## src/rtl/sbc_bus_encoder.sv

```systemverilog
// Syndrome-based, transition-minimising bus encoder.
// Each 6-bit data beat is the target syndrome of the 13-bit bus word. The
// encoder flips the minimum-weight set of wires that moves the current bus
// syndrome onto the new data, so wire toggles equal the weight of the coset
// leader. Saturating word/toggle statistics are kept alongside.

// Minimum-weight coset leader lookup for the 6x13 parity-check matrix H.
// Ties are broken by searching weight 1, then 2, then 3, in ascending column
// order. Every syndrome has a leader of weight 3 or less. The unit-column
// fallback is only a safe default that still produces the correct syndrome.
module coset_leader_lut (
  input  logic [5:0]  syndrome,
  output logic [12:0] leader
);
  localparam logic [5:0] H_COL [0:12] = '{
    6'h01, 6'h02, 6'h04, 6'h08, 6'h10, 6'h20, 6'h3C,
    6'h33, 6'h2A, 6'h15, 6'h1E, 6'h27, 6'h36
  };

  logic found_s;

  // Search for the lowest-weight column set whose XOR equals the syndrome.
  always_comb begin
    leader  = {7'h00, syndrome};
    found_s = 1'b0;
    if (syndrome == 6'h00) begin
      leader  = 13'h0000;
      found_s = 1'b1;
    end else begin
      found_s = 1'b0;
    end
    for (int i = 0; i < 13; i++) begin
      if (!found_s && (H_COL[i] == syndrome)) begin
        leader    = 13'h0000;
        leader[i] = 1'b1;
        found_s   = 1'b1;
      end
    end
    for (int i = 0; i < 13; i++) begin
      for (int j = i + 1; j < 13; j++) begin
        if (!found_s && ((H_COL[i] ^ H_COL[j]) == syndrome)) begin
          leader    = 13'h0000;
          leader[i] = 1'b1;
          leader[j] = 1'b1;
          found_s   = 1'b1;
        end
      end
    end
    for (int i = 0; i < 13; i++) begin
      for (int j = i + 1; j < 13; j++) begin
        for (int k = j + 1; k < 13; k++) begin
          if (!found_s && ((H_COL[i] ^ H_COL[j] ^ H_COL[k]) == syndrome)) begin
            leader    = 13'h0000;
            leader[i] = 1'b1;
            leader[j] = 1'b1;
            leader[k] = 1'b1;
            found_s   = 1'b1;
          end
        end
      end
    end
  end
endmodule

module sbc_bus_encoder #(
  parameter logic [12:0] RESET_BUS = 13'h0000,
  parameter int          CNT_W     = 32
) (
  input  logic             clk,
  input  logic             rst,
  input  logic             in_valid,
  output logic             in_ready,
  input  logic [5:0]       in_data,
  output logic             out_valid,
  input  logic             out_ready,
  output logic [12:0]      bus_out,
  output logic [3:0]       out_toggles,
  input  logic             stats_clr,
  output logic [CNT_W-1:0] stat_words,
  output logic [CNT_W-1:0] stat_toggles
);
  localparam int SUM_W = CNT_W + 1;
  localparam logic [CNT_W-1:0] CNT_MAX = {CNT_W{1'b1}};
  localparam logic [5:0] H_COL [0:12] = '{
    6'h01, 6'h02, 6'h04, 6'h08, 6'h10, 6'h20, 6'h3C,
    6'h33, 6'h2A, 6'h15, 6'h1E, 6'h27, 6'h36
  };

  // Syndrome of a bus word: XOR of the H columns selected by its set bits.
  function automatic logic [5:0] synd(input logic [12:0] v);
    logic [5:0] acc;
    acc = 6'h00;
    for (int j = 0; j < 13; j++) begin
      acc = acc ^ (v[j] ? H_COL[j] : 6'h00);
    end
    return acc;
  endfunction

  // Number of set bits in a 13-bit word (0..13).
  function automatic logic [3:0] popcount13(input logic [12:0] v);
    logic [3:0] cnt;
    cnt = 4'd0;
    for (int j = 0; j < 13; j++) begin
      cnt = cnt + {3'b000, v[j]};
    end
    return cnt;
  endfunction

  logic [12:0]      bus_r;
  logic             out_valid_r;
  logic [3:0]       out_toggles_r;
  logic [CNT_W-1:0] stat_words_r;
  logic [CNT_W-1:0] stat_toggles_r;

  logic [5:0]       syndrome_s;
  logic [12:0]      leader_s;
  logic [3:0]       tog_s;
  logic             accept_s;
  logic [SUM_W-1:0] tog_sum_s;

  coset_leader_lut u_lut (
    .syndrome (syndrome_s),
    .leader   (leader_s)
  );

  // Encode path: syndrome difference, leader weight and handshake.
  // Reset blocks the handshake so no beat is consumed in a reset cycle.
  always_comb begin
    syndrome_s = in_data ^ synd(bus_r);
    tog_s      = popcount13(leader_s);
    in_ready   = !rst && (!out_valid_r || out_ready);
    accept_s   = in_valid && in_ready;
    tog_sum_s  = {1'b0, stat_toggles_r} + SUM_W'(tog_s);
  end

  // Output register: new bus word on accept, drop valid once consumed.
  always_ff @(posedge clk) begin
    if (rst) begin
      bus_r         <= RESET_BUS;
      out_valid_r   <= 1'b0;
      out_toggles_r <= 4'd0;
    end else if (accept_s) begin
      bus_r         <= bus_r ^ leader_s;
      out_valid_r   <= 1'b1;
      out_toggles_r <= tog_s;
    end else if (out_valid_r && out_ready) begin
      out_valid_r   <= 1'b0;
    end else begin
      out_valid_r   <= out_valid_r;
    end
  end

  // Saturating statistics; a clear in an accept cycle counts that beat.
  always_ff @(posedge clk) begin
    if (rst) begin
      stat_words_r   <= '0;
      stat_toggles_r <= '0;
    end else if (stats_clr) begin
      stat_words_r   <= accept_s ? CNT_W'(1) : '0;
      stat_toggles_r <= accept_s ? CNT_W'(tog_s) : '0;
    end else if (accept_s) begin
      stat_words_r   <= (stat_words_r == CNT_MAX) ? CNT_MAX : stat_words_r + CNT_W'(1);
      stat_toggles_r <= tog_sum_s[CNT_W] ? CNT_MAX : tog_sum_s[CNT_W-1:0];
    end else begin
      stat_words_r   <= stat_words_r;
      stat_toggles_r <= stat_toggles_r;
    end
  end

  assign bus_out      = bus_r;
  assign out_valid    = out_valid_r;
  assign out_toggles  = out_toggles_r;
  assign stat_words   = stat_words_r;
  assign stat_toggles = stat_toggles_r;
endmodule
```

## config.mk

```make
export PLATFORM = sky130hd
export DESIGN_NAME = sbc_bus_encoder
export DESIGN_NICKNAME = d
export VERILOG_FILES = /design/src/rtl/sbc_bus_encoder.sv
export SDC_FILE = /design/constraint.sdc
export NUM_CORES = 1
export LEC_CHECK = 0
export ABC_AREA = 1
export CAP_MARGIN = 25
export CORE_ASPECT_RATIO = 1.75
export CORE_UTILIZATION = 59
export CTS_BUF_LIST = sky130_fd_sc_hd__clkbuf_2 sky130_fd_sc_hd__clkbuf_4 sky130_fd_sc_hd__clkbuf_8
export DETAILED_ROUTE_END_ITERATION = 16
export GPL_TIMING_DRIVEN = 0
export PLACE_DENSITY = 0.88
export SLEW_MARGIN = 20
export SYNTH_ARGS = -nofsm -noshare
export SYNTH_HDL_FRONTEND = slang
export SYNTH_SLANG_ARGS = --single-unit
```

## constraint.sdc

```tcl
create_clock -name clk -period 14.5 [get_ports clk]
set_input_delay 4.35 -clock clk [delete_from_list [all_inputs] [get_ports clk]]
set_output_delay 4.35 -clock clk [all_outputs]
set_load 0.01 [all_outputs]
```

==> impl_metrics.py <==
metrics = {
    "synthesis": {
        "synth_edf_count": 0,
        "synthFlopType": "dfxtp_1",
        "ys_async_sr_fraction_pct": 0,
        "yosysUniqueCellTypes": 49,
        "synth_area_per_cell_sq_um": 6.07,
        "synth_seq_area_share_pct": 24.9,
        "synth.net_count": 1113,
        "synth_warnings": 0,
        "synth-seq-cells": 82,
        "syn_inst": 1085,
        "syn_area_sq_um": 6580,
    },
    "timing": {
        "fin_crit_ns": 12.93,
        "slew_violations": 0,
        "rsz0062_at_grt": "no",
        "finalSetupViolCount": 0,
        "fin_setup_tns_ns": 0,
        "skew_ns": 0.0145,
        "hold-worst-slack_ns": 0.489,
        "finalHoldViolations": 0,
        "fin_crit_sh_pct": 89.2,
        "slew_headroom_pct": 24.4,
        "worst_pin_slew_ns": 1.12,
        "max_clock_freq_ghz": 0.0773,
    },
    "worst_hold_path": {
        "holdPathStages": 2,
        "min_from": "out_toggles[3]",
        "min_to": "out_toggles[3]",
        "holdCritPathClass": "reg -> reg",
    },
    "floorplanning": {
        "io_pins": 94,
        "die_y_um": 142,
        "core_area_sq_um": 10800,
        "die_w_um": 81.8,
        "num_rows": 50,
        "die-area_sq_um": 11600,
        "start_util_pct": 61.2,
    },
    "grt": {
        "grt_pass1_wl_um": 35200,
        "gr-total-overflow": 0,
        "antenna_found_initial": 0,
        "grt_start_max_net_pins": 15,
        "grt_pass1_vias": 7095,
        "gr-usage-all-layers_pct": 40.8,
    },
    "detailed_routing": {
        "via_per_inst": 5.78,
        "ant_nets": 0,
        "vias": 7646,
        "drt_iter0_markers": 430,
        "drt-pass1-iter-count": 6,
        "drc_errors": 0,
        "wirelength_um": 22200,
        "wl_per_cell_um": 16.8,
    },
    "cts": {
        "cts_buffer_depth": 2,
        "cts.sinks": 82,
        "tritoncts": "built",
        "cts.clk_slew.worst_paths_ns": 0.10,
        "cts_setup_buffers": 0,
        "insertion_delay_ns": 0.38,
        "htreeDepth": 3,
        "ctsHoldBuffers": 0,
        "cts-root-buf": "clkbuf_8",
        "numCtsBuffers": 9,
        "cts_resized": 0,
    },
    "critical_path": {
        "cpMaxStageDelayCell": "nor2_1",
        "cp-end-kind": "flip-flop",
        "crit_type": "in -> reg",
        "reg2reg_slack_ns": 5.02,
        "cpMostUsedCell": "nand2_1",
        "reg2reg_from": "bus_out[12]",
        "crit_arrival_ns": 13.24,
        "crit_fanout": 9,
        "max_stage_delay_ns": 0.55,
        "worst-r2r-cell-count": 45,
        "worstReg2RegEnd": "stat_toggles[21]",
        "crit_path_start_kind": "input port",
        "required_ns": 14.81,
        "crit_start": "in_data[2]",
    },
    "cells_and_area": {
        "drive_gt1_share_pct": 7.30,
        "fin_nets": 1216,
        "final_cell_mix": "nand2_1, inv_1, nor2_1, clkdlybuf4s50_1, a21oi_1",
        "syn2layout_area_growth_pct": 19.7,
        "n_antenna_cell": 0,
        "fill_cells": 915,
        "final_common_cell": "nand2_1",
    },
    "placement": {
        "port_buffers": 92,
        "place.gp.congestion": 0.989,
        "dpl.hpwl_um": 17000,
    },
    "run": {
        "cap_violations": 0,
    },
    "outcome": {
        "status": "complete, no violations",
    },
}
[cell type report]
type	count	area (sq um)	share of cell area, %
multi-input cells	815	4210	53.4
flip-flops and latches	82	1640	20.8
repair buffers	92	921	11.7
inverters	158	602	7.63
well taps	130	163	2.06
plain buffers	30	133	1.68
clock buffers	9	124	1.57
clock inverters	6	92.6	1.17
[worst max-delay path by stage]
stage / endpoint / cells past startpoint
after global routing: stat_toggles[21] / 44
after CTS: stat_toggles[6] / 44
final: stat_toggles[21] / 46
after detailed placement: stat_toggles[6] / 44
after floorplan: stat_toggles[10] / 49
after global placement: stat_toggles[21] / 44
[critical path, delay by kind of cell]
| kind | cells | cell delay [ns] |
|---|---|---|
| AOI/OAI and AO/OA | 4 | 0.63 |
| adders and majority gates | 7 | 3.21 |
| buffers and inverters | 10 | 1.21 |
| and+or+nand+nor | 25 | 3.86 |
[synthesized netlist by cell type (8+ instances only)]
library cell / count / area (sq um)
nand2_1: 294 / 1100
inv_1: 135 / 507
nor2_1: 119 / 447
a21oi_1: 85 / 425
dfxtp_1: 82 / 1640
nand3_1: 63 / 315
o21ai_0: 53 / 265
nor3_1: 32 / 160
nand4_1: 30 / 188
clkbuf_1: 27 / 101
xor2_1: 24 / 210
inv_2: 18 / 67.6
nor4_1: 12 / 75.1
nand2_2: 10 / 62.6
nor2_2: 10 / 62.6
fa_1: 9 / 180
ha_1: 8 / 100
nor3_2: 8 / 80.1
xnor2_1: 8 / 70.1
[state kept, by name, summed over array words and instances (netlist names)]
register / flops
bus_out: 13
out_toggles: 4
out_valid: 1
stat_toggles: 32
stat_words: 32
[metal layers]
metal / wire length (um) / part of all wire, % / global-route usage [%] / vias to the layer above
li1: - / - / - / 3728
met1: 7370 / 33 / 37.4 / 3479
met2: 11300 / 51 / 68.5 / 334
met3: 1890 / 8.5 / 16.3 / 105
met4: 1700 / 7.6 / 33.1 / 0
met5: 0 / 0 / 0 / -
[metrics by stage]
| stage | util [%] | cell area (sq um) | std cells | setup slack [ns] |
|---|---|---|---|---|
| after CTS | 73.3 | 7880 | 1322 | 1.74 |
| final | 73.3 | 7880 | 1322 | 1.57 |
| after floorplan | - | 6580 | 1085 | 3.24 |
| after global placement | 71.2 | 7670 | 1307 | 1.50 |
| after detailed placement | 71.2 | 7670 | 1307 | 1.41 |
| after global routing | 73.3 | 7880 | 1322 | 0.546 |
[cell families (layout without fill, tap and decap cells)]
family	Yosys count	in the layout	share of synthesized area (%)
xor gates and xnor gates	32	32	4.26
adders and majority gates	17	17	4.26
AOI/OAI and AO/OA	161	161	12.9
and+or+nand+nor	605	605	42.5
buffers and inverters	188	295	11.2
DFF	82	82	24.9
Power is not shown: default switching activity piles up to over one toggle a cycle in this logic, so the estimate is an artifact.
